$ cat src/rtl/hazard_ctrl.sv
// hazard_ctrl -- pipeline hazard and redirect controller.
// Detects load-use and branch-operand hazards, sequences taken jumps
// against instruction-memory readiness and freezes the pipe while data
// memory is busy. Optional performance counters are built only when the
// macro HAZARD_CTRL_PERF_EN is defined; otherwise stall_cnt/flush_cnt read 0.
//
// state | meaning
// RUN   | normal flow; hazards and jumps evaluated every cycle
// DWAIT | data memory busy; whole pipe frozen until dmem_ready
// RPEND | taken jump waiting for imem_ready; target held in tgt_q
module hazard_ctrl (
  input  logic        clk,
  input  logic        rst_n,
  input  logic        id_valid,
  input  logic [4:0]  id_rs,
  input  logic [4:0]  id_rt,
  input  logic        id_use_rs,
  input  logic        id_use_rt,
  input  logic        id_is_branch,
  input  logic        id_jmp_sig,
  input  logic [31:0] id_jmp_addr,
  input  logic        ex_reg_write,
  input  logic        ex_mem_read,
  input  logic [4:0]  ex_rd,
  input  logic        mem_mem_read,
  input  logic [4:0]  mem_rd,
  input  logic        imem_ready,
  input  logic        dmem_ready,
  output logic        pc_en,
  output logic        if_id_en,
  output logic        if_id_flush,
  output logic        id_ex_bubble,
  output logic        pipe_en,
  output logic        redirect,
  output logic [31:0] redir_addr,
  output logic [1:0]  state,
  output logic [15:0] stall_cnt,
  output logic [15:0] flush_cnt
);

  typedef enum logic [1:0] {
    RUN   = 2'd0,
    DWAIT = 2'd1,
    RPEND = 2'd2
  } state_t;

  state_t      state_q, state_d;
  logic [31:0] tgt_q, tgt_d;

  logic rs_ex, rt_ex, rs_mem, rt_mem;
  logic ex_nz, mem_nz;
  logic load_use, br_haz, hazard, taken;

  // Register 0 is hardwired, so a zero destination never matches.
  assign ex_nz  = (ex_rd != 5'd0);
  assign mem_nz = (mem_rd != 5'd0);
  assign rs_ex  = id_use_rs & (id_rs == ex_rd);
  assign rt_ex  = id_use_rt & (id_rt == ex_rd);
  assign rs_mem = id_use_rs & (id_rs == mem_rd);
  assign rt_mem = id_use_rt & (id_rt == mem_rd);

  assign load_use = id_valid & ex_mem_read & ex_nz & (rs_ex | rt_ex);
  // Branches resolve in ID, so any in-flight EX result or MEM load blocks them.
  assign br_haz   = id_valid & id_is_branch &
                    ((ex_reg_write & ex_nz & (rs_ex | rt_ex)) |
                     (mem_mem_read & mem_nz & (rs_mem | rt_mem)));
  assign hazard   = load_use | br_haz;
  assign taken    = id_jmp_sig & id_valid & ~hazard;

  assign state = state_q;

  // Next-state and Mealy pipeline controls; reset forces plain RUN defaults.
  always_comb begin
    pc_en        = 1'b1;
    if_id_en     = 1'b1;
    pipe_en      = 1'b1;
    if_id_flush  = 1'b0;
    id_ex_bubble = 1'b0;
    redirect     = 1'b0;
    redir_addr   = 32'd0;
    state_d      = state_q;
    tgt_d        = tgt_q;
    if (rst_n) begin
      case (state_q)
        RUN: begin
          if (!dmem_ready) begin
            pc_en    = 1'b0;
            if_id_en = 1'b0;
            pipe_en  = 1'b0;
            state_d  = DWAIT;
          end else if (hazard) begin
            pc_en        = 1'b0;
            if_id_en     = 1'b0;
            id_ex_bubble = 1'b1;
          end else if (taken && imem_ready) begin
            redirect    = 1'b1;
            redir_addr  = id_jmp_addr;
            if_id_flush = 1'b1;
          end else if (taken) begin
            pc_en       = 1'b0;
            if_id_flush = 1'b1;
            tgt_d       = id_jmp_addr;
            state_d     = RPEND;
          end else if (!imem_ready) begin
            pc_en       = 1'b0;
            if_id_flush = 1'b1;
          end
        end
        DWAIT: begin
          pc_en    = 1'b0;
          if_id_en = 1'b0;
          pipe_en  = 1'b0;
          if (dmem_ready) state_d = RUN;
        end
        RPEND: begin
          pc_en       = 1'b0;
          if_id_flush = 1'b1;
          redir_addr  = tgt_q;
          pipe_en     = dmem_ready;
          if (imem_ready) begin
            redirect = 1'b1;
            pc_en    = 1'b1;
            state_d  = RUN;
          end
        end
        default: state_d = RUN;
      endcase
    end
  end

  // State and latched jump target.
  always_ff @(posedge clk or negedge rst_n) begin
    if (!rst_n) begin
      state_q <= RUN;
      tgt_q   <= 32'd0;
    end else begin
      state_q <= state_d;
      tgt_q   <= tgt_d;
    end
  end

`ifdef HAZARD_CTRL_PERF_EN
  logic [15:0] stall_q, stall_d, flush_q, flush_d;

  // Saturating increments for stall and flush cycles.
  always_comb begin
    stall_d = stall_q;
    flush_d = flush_q;
    if (!pc_en && stall_q != 16'hFFFF) stall_d = stall_q + 16'd1;
    if (if_id_flush && flush_q != 16'hFFFF) flush_d = flush_q + 16'd1;
  end

  // Counter registers.
  always_ff @(posedge clk or negedge rst_n) begin
    if (!rst_n) begin
      stall_q <= 16'd0;
      flush_q <= 16'd0;
    end else begin
      stall_q <= stall_d;
      flush_q <= flush_d;
    end
  end

  assign stall_cnt = stall_q;
  assign flush_cnt = flush_q;
`else
  assign stall_cnt = 16'd0;
  assign flush_cnt = 16'd0;
`endif

endmodule

$ cat config.mk
export PLATFORM = sky130hd
export DESIGN_NAME = hazard_ctrl
export DESIGN_NICKNAME = d
export VERILOG_FILES = /design/src/rtl/hazard_ctrl.sv
export SDC_FILE = /design/constraint.sdc
export NUM_CORES = 1
export LEC_CHECK = 0
export BUFFER_PORTS_ARGS = -buffer_cell sky130_fd_sc_hd__buf_2
export CORE_MARGIN = 2
export CORE_UTILIZATION = 44
export CTS_CLUSTER_DIAMETER = 40
export DETAILED_ROUTE_END_ITERATION = 16
export PLACE_DENSITY = 0.79
export SLEW_MARGIN = 25
export SYNTH_ARGS = -nofsm -noshare
export SYNTH_HDL_FRONTEND = slang
export SYNTH_SLANG_ARGS = --single-unit
$ cat constraint.sdc
create_clock -name clk -period 2.2 [get_ports clk]
set_input_delay 0.22 -clock clk [delete_from_list [all_inputs] [get_ports clk]]
set_output_delay 0.22 -clock clk [all_outputs]
set_load 0.01 [all_outputs]
---- Yosys cells after proc, flatten, opt, wreduce, memory -nomap -nowiden ----
Cells that the tools add are included.
W data, S select, Z words.
word-level totals
  word-level logic and storage cells ...... 82
  output and inout port bits .............. 72
  input port bits ......................... 64
  register bits ........................... 34
cells by class
  reduce and logical (&&, ||, !) cells .... 6
  bitwise logic cells ..................... 21
  eq/ne operators ......................... 11
  muxes and demuxes ....................... 42
operator list
  operator              count
  $mux W32              4
  $pmux W32 S2          1
  $mux W1               25
  $eq A5 B5 Y1          4
  $and A1 B1 Y1         15
  $mux W2               6
  $reduce_and A6 Y1     2
  $reduce_bool A5 Y1    2
  $ne A3 B3 Y1 const B  3
  $pmux W1 S2           3
  $pmux W1 S3           2
  $pmux W2 S3           1
  $ne A2 B2 Y1 const B  2
  $or A1 B1 Y1          4
  $eq A2 B1 Y1 const B  1
  $eq A2 B2 Y1 const B  1
  $logic_not A2 Y1      1
  $not A1 Y1            2
  $logic_and A1 B1 Y1   1

---- Logic depth before layout (Yosys ltp) ----
  depth after elaboration ................. 15
  gate-level depth with buffers ........... 8
  mapped depth without buffers ............ 6

---- Least setup slack after synthesis ----
OpenSTA, ideal clock, no wires.
  path kind ............................... input to output
  from .................................... input port mem_rd[0]
  to ...................................... output port redir_addr[22]
  required time ........................... 1980 ps
  slack ................................... 248 ps
  cell stages on the path ................. 7
  buffers on the path ..................... 2
  arrival time ............................ 1732 ps
  cells stage by stage .................... or3_1 -> o311a_1 -> a22oi_2 -> and3_1 -> buf_4 -> buf_4 -> a22o_1
on the way
  longest elaborated chain between the ends .. 15
  elaborated cells between the ends (all ways) .. 19
  classes of those cells .................. eq/ne (2); mux (5); bitwise (10); reduce/logical (2)
ends and longest elaborated chain
  item                                     RTL line  text
  from (decl)                              26        input logic [4:0] mem_rd,
  $eq A5 B5 Y1, on equally long branches   59, 60
  $and A1 B1 Y1, on equally long branches  59, 60
  $or A1 B1 Y1                             66        (mem_mem_read & mem_nz & (rs_mem | rt_mem)));
  $and A1 B1 Y1 *                          66
  $or A1 B1 Y1 *                           65        ((ex_reg_write & ex_nz & (rs_ex | rt_ex)) |
  $and A1 B1 Y1 *                          64        assign br_haz = id_valid & id_is_branch &
  $or A1 B1 Y1 *                           67        assign hazard = load_use | br_haz;
  $not A1 Y1 (no source line)              -
  $and A1 B1 Y1                            68        assign taken = id_jmp_sig & id_valid & ~hazard;
  $logic_and A1 B1 Y1                      95        end else if (taken && imem_ready) begin
  $mux W32                                 95
  $mux W32 *                               91        end else if (hazard) begin
  $mux W32 *                               86        if (!dmem_ready) begin
  $pmux W32 S2 *                           84        case (state_q)
  $mux W32 *                               83        if (rst_n) begin
  to (decl)                                35        output logic [31:0] redir_addr,
Mark *: on every way between the ends. The rest lies on a longest branch, timed or not.

---- Final worst setup path ----
  from .................................... input port mem_rd[0]
  to ...................................... output port redir_addr[1]
Same word-level chain as after synthesis.

==> out/results.ini <==
[floorplan]
dieArea_mm2 = 0.00599
num_rows = 26
die_w_um = 77.4
io_pins = 136
coreArea_mm2 = 0.00514
die_h_um = 77.4
start_util_pct = 46.1

[synthesis]
ys_types = 31
avgSynthCellArea_um2 = 11.6
ys_ff_latch = 34
netlist_area_mm2 = 0.00237
syn-instance-count = 205
yosysSeqAreaShare_pct = 35.9
yosys_warnings = 0

[clocking]
clk_pin_slew_worst_paths_ns = 0.07
cts_sinks = 34
cts_tree = done
cts_buffer_depth = 2
cts.htree.levels = 2
numCtsBuffers = 5
root_buffer = clkbuf_8
clock_latency_ns = 0.28

[critical_path]
crit_arrival_ns = 1.92
critPathMaxFanout = 17
cp_slowest_cell = or3_1
cpMostUsedCell = buf_2
path_cells = buf_2, or3_1, o311a_1, a22oi_2, and3_2, buf_12, a22o_1, buf_2
max_stage_delay_ns = 0.38
cpLargestDelayFamily = simple AND/OR/NAND/NOR gates
cp-end-kind = output port
worstPathRequired_ns = 1.98
crit_type = input port to output port
cp_num_buf_inv = 3
start_kind = input port

[cells_and_area]
drive_gt1_share_pct = 50.5
area_growth_pct = 25.8
design_area_mm2 = 0.00298
final_nets = 376
insertedDiodeCount = 0
n_fill_cell = 459

[global_route]
use_met1_pct = 21.8
track_usage_pct = 17.6
grt_max_degree = 41
antenna_found_initial = 0
grt_pass1_vias = 1772
grt_pass1_wl_um = 8380
gr-total-overflow = 0
use_met2_pct = 30.5
use_met3_pct = 3.14
gr-max-usage-layer = met2

[detailed_routing]
drt_pre_antenna_iters = 4
drtIter0Drc = 55
vias = 1832
drtAntennaViolNets = 0
avgViaCountPerCell = 4.81
drt-total-wl_um = 5440
wl_per_cell_um = 14.3
drc = 0

[sta]
period_share_pct = 97.1
fin_worst_skew_ns = 0.00429
slew_viol_final = 0
fin_tns_setup_ns = 0
setup_viol = 0
clock.fmax_mhz = 468
min_period_ns = 2.14
hold_viol_final = 0

[place]
gp_congestion = 0.853
portBuffers = 103
place_hpwl_um = 3980
post_dp_cell_area_mm2 = 0.00286

[power]
p_leak_nw = 1.64
power_switching_mw = 0.480
power.share.clock_pct = 24.8
pwr-share-comb_pct = 26.7
power_density_mw_per_mm2 = 601
power.internal_mw = 1.31
seqPwrFrac_pct = 48.5
ir_drop_uv = 390
swShare_pct = 26.8

[status]
status = finished clean

[run]
cap_violations = 0

[hold_path]
holdCritPathClass = input port to async pin

==> routing by layer <==
layer	wire [um]	share of wire [%]	up-vias
met5	0	0	-
met4	71	1.3	0
met3	255	4.7	6
met2	2810	52	67
met1	2310	42	870
li1	-	-	889
==> worst paths after layout <==
path                                      from            end  slack (ns)  cells past startpoint
worst max-delay path                 mem_rd[0]  redir_addr[1]        0.06                      8
worst min-delay path                     rst_n       tgt_q[7]        0.02                      2
worst max register to register        state[0]      tgt_q[16]        0.58                      5
worst min register to register       tgt_q[20]      tgt_q[20]        0.51                      1
max in group asynchronous                rst_n       state[0]        1.82                      2
min in group clk                id_jmp_addr[0]       tgt_q[0]        0.18                      2
==> layout make-up <==
class	instances	area (um^2)	area share, %
tap	70	87.6	2.94
clock buffer	6	82.6	2.77
multi-input combinational	159	1330	44.7
timing repair buffer	112	626	21.0
sequential	34	853	28.6
==> Yosys cell counts <==
library cell	count	area (um^2)
nor3_1	1	5.00
nand3b_4	1	20.0
nand4b_1	1	8.76
a21o_1	1	7.51
or3_1	1	6.26
mux2_2	3	33.8
a22o_1	32	280
o21bai_1	1	7.51
xnor2_1	20	175
nand2b_1	1	6.26
clkbuf_1	3	11.3
nor2_1	5	18.8
nor4_1	1	6.26
buf_6	3	33.8
nand2_1	8	30.0
nand3_1	1	5.00
and3_1	1	6.26
o22ai_1	2	12.5
and3b_1	2	17.5
a22oi_2	1	12.5
nor2b_1	3	18.8
o21ai_0	2	10.0
o311a_1	1	10.0
buf_1	1	3.75
buf_4	36	270
conb_1	1	3.75
nand4_1	4	25.0
mux2_4	30	450
o311ai_1	1	8.76
a21oi_1	3	15.0
dfrtp_1	34	851
==> power groups by stage <==
stage	combinational, mW	clock, mW	sequential (mW)
finish	0.479	0.444	0.871
global placement	0.462	0	0.868
floorplan	0.371	0	0.847
detailed placement	0.477	0	0.872
CTS	0.478	0.462	0.866
global route	0.521	0.493	0.887
==> sequential cells by signal, summed over array words and instances, names as in the netlist <==
name and count:
tgt_q 32, state 2
==> through the flow <==
stage               power (mW)  hold WS (ns)  util (%)  setup slack [ns]  instances
floorplan                 1.22       -0.0756         -             0.248        236
global placement          1.33         0.321      55.6            0.0821        374
detailed placement        1.35         0.328      55.6            0.0621        374
CTS                       1.81        0.0212      57.2            0.0540        380
global route              1.90        0.0538      58.0          -0.00662        381
finish                    1.79        0.0174      58.0            0.0645        381
==> worst register-to-register path: stages (launching register included) <==
cell	delay, ns
dfrtp_2	0.46
nor4_4	0.28
buf_4	0.16
nand3b_4	0.09
buf_4	0.21
mux2_4	0.31
==> timing repair <==
action	in CTS	in global routing
gates resized for setup	0	5
hold buffers	0	0
buffers inserted	0	0
endpoints found under the setup margin	0	34
==> cells by family (layout without fill, tap and decap cells) <==
family          count (synthesis)  count (layout)  share of synthesized area, %
other cells                     1              32                         0.158
xor+xnor                       20              20                          7.39
compound gates                 44              44                          15.4
mux                            33              33                          20.4
simple gates                   30              30                          7.34
flops                          34              34                          35.9
buf+inv                        43             118                          13.5
==> cell usage in the layout, fill, tap and decap left out, types with 2 or more instances in the layout <==
master | netlist | layout
nor2_1 | 5 | 5
o21ai_0 | 2 | 2
nand4_1 | 4 | 4
nor2b_1 | 3 | 3
buf_12 | 0 | 2
mux2_2 | 3 | 3
buf_4 | 36 | 6
nand2_1 | 8 | 8
o22ai_1 | 2 | 2
buf_2 | 0 | 103
xnor2_1 | 20 | 20
dfrtp_2 | 0 | 2
and3b_1 | 2 | 2
mux2_4 | 30 | 30
clkbuf_8 | 0 | 6
dfrtp_1 | 34 | 32
conb_1 | 1 | 32
a22o_1 | 32 | 32
a21oi_1 | 3 | 3
Power figures use the tool's default switching activity.
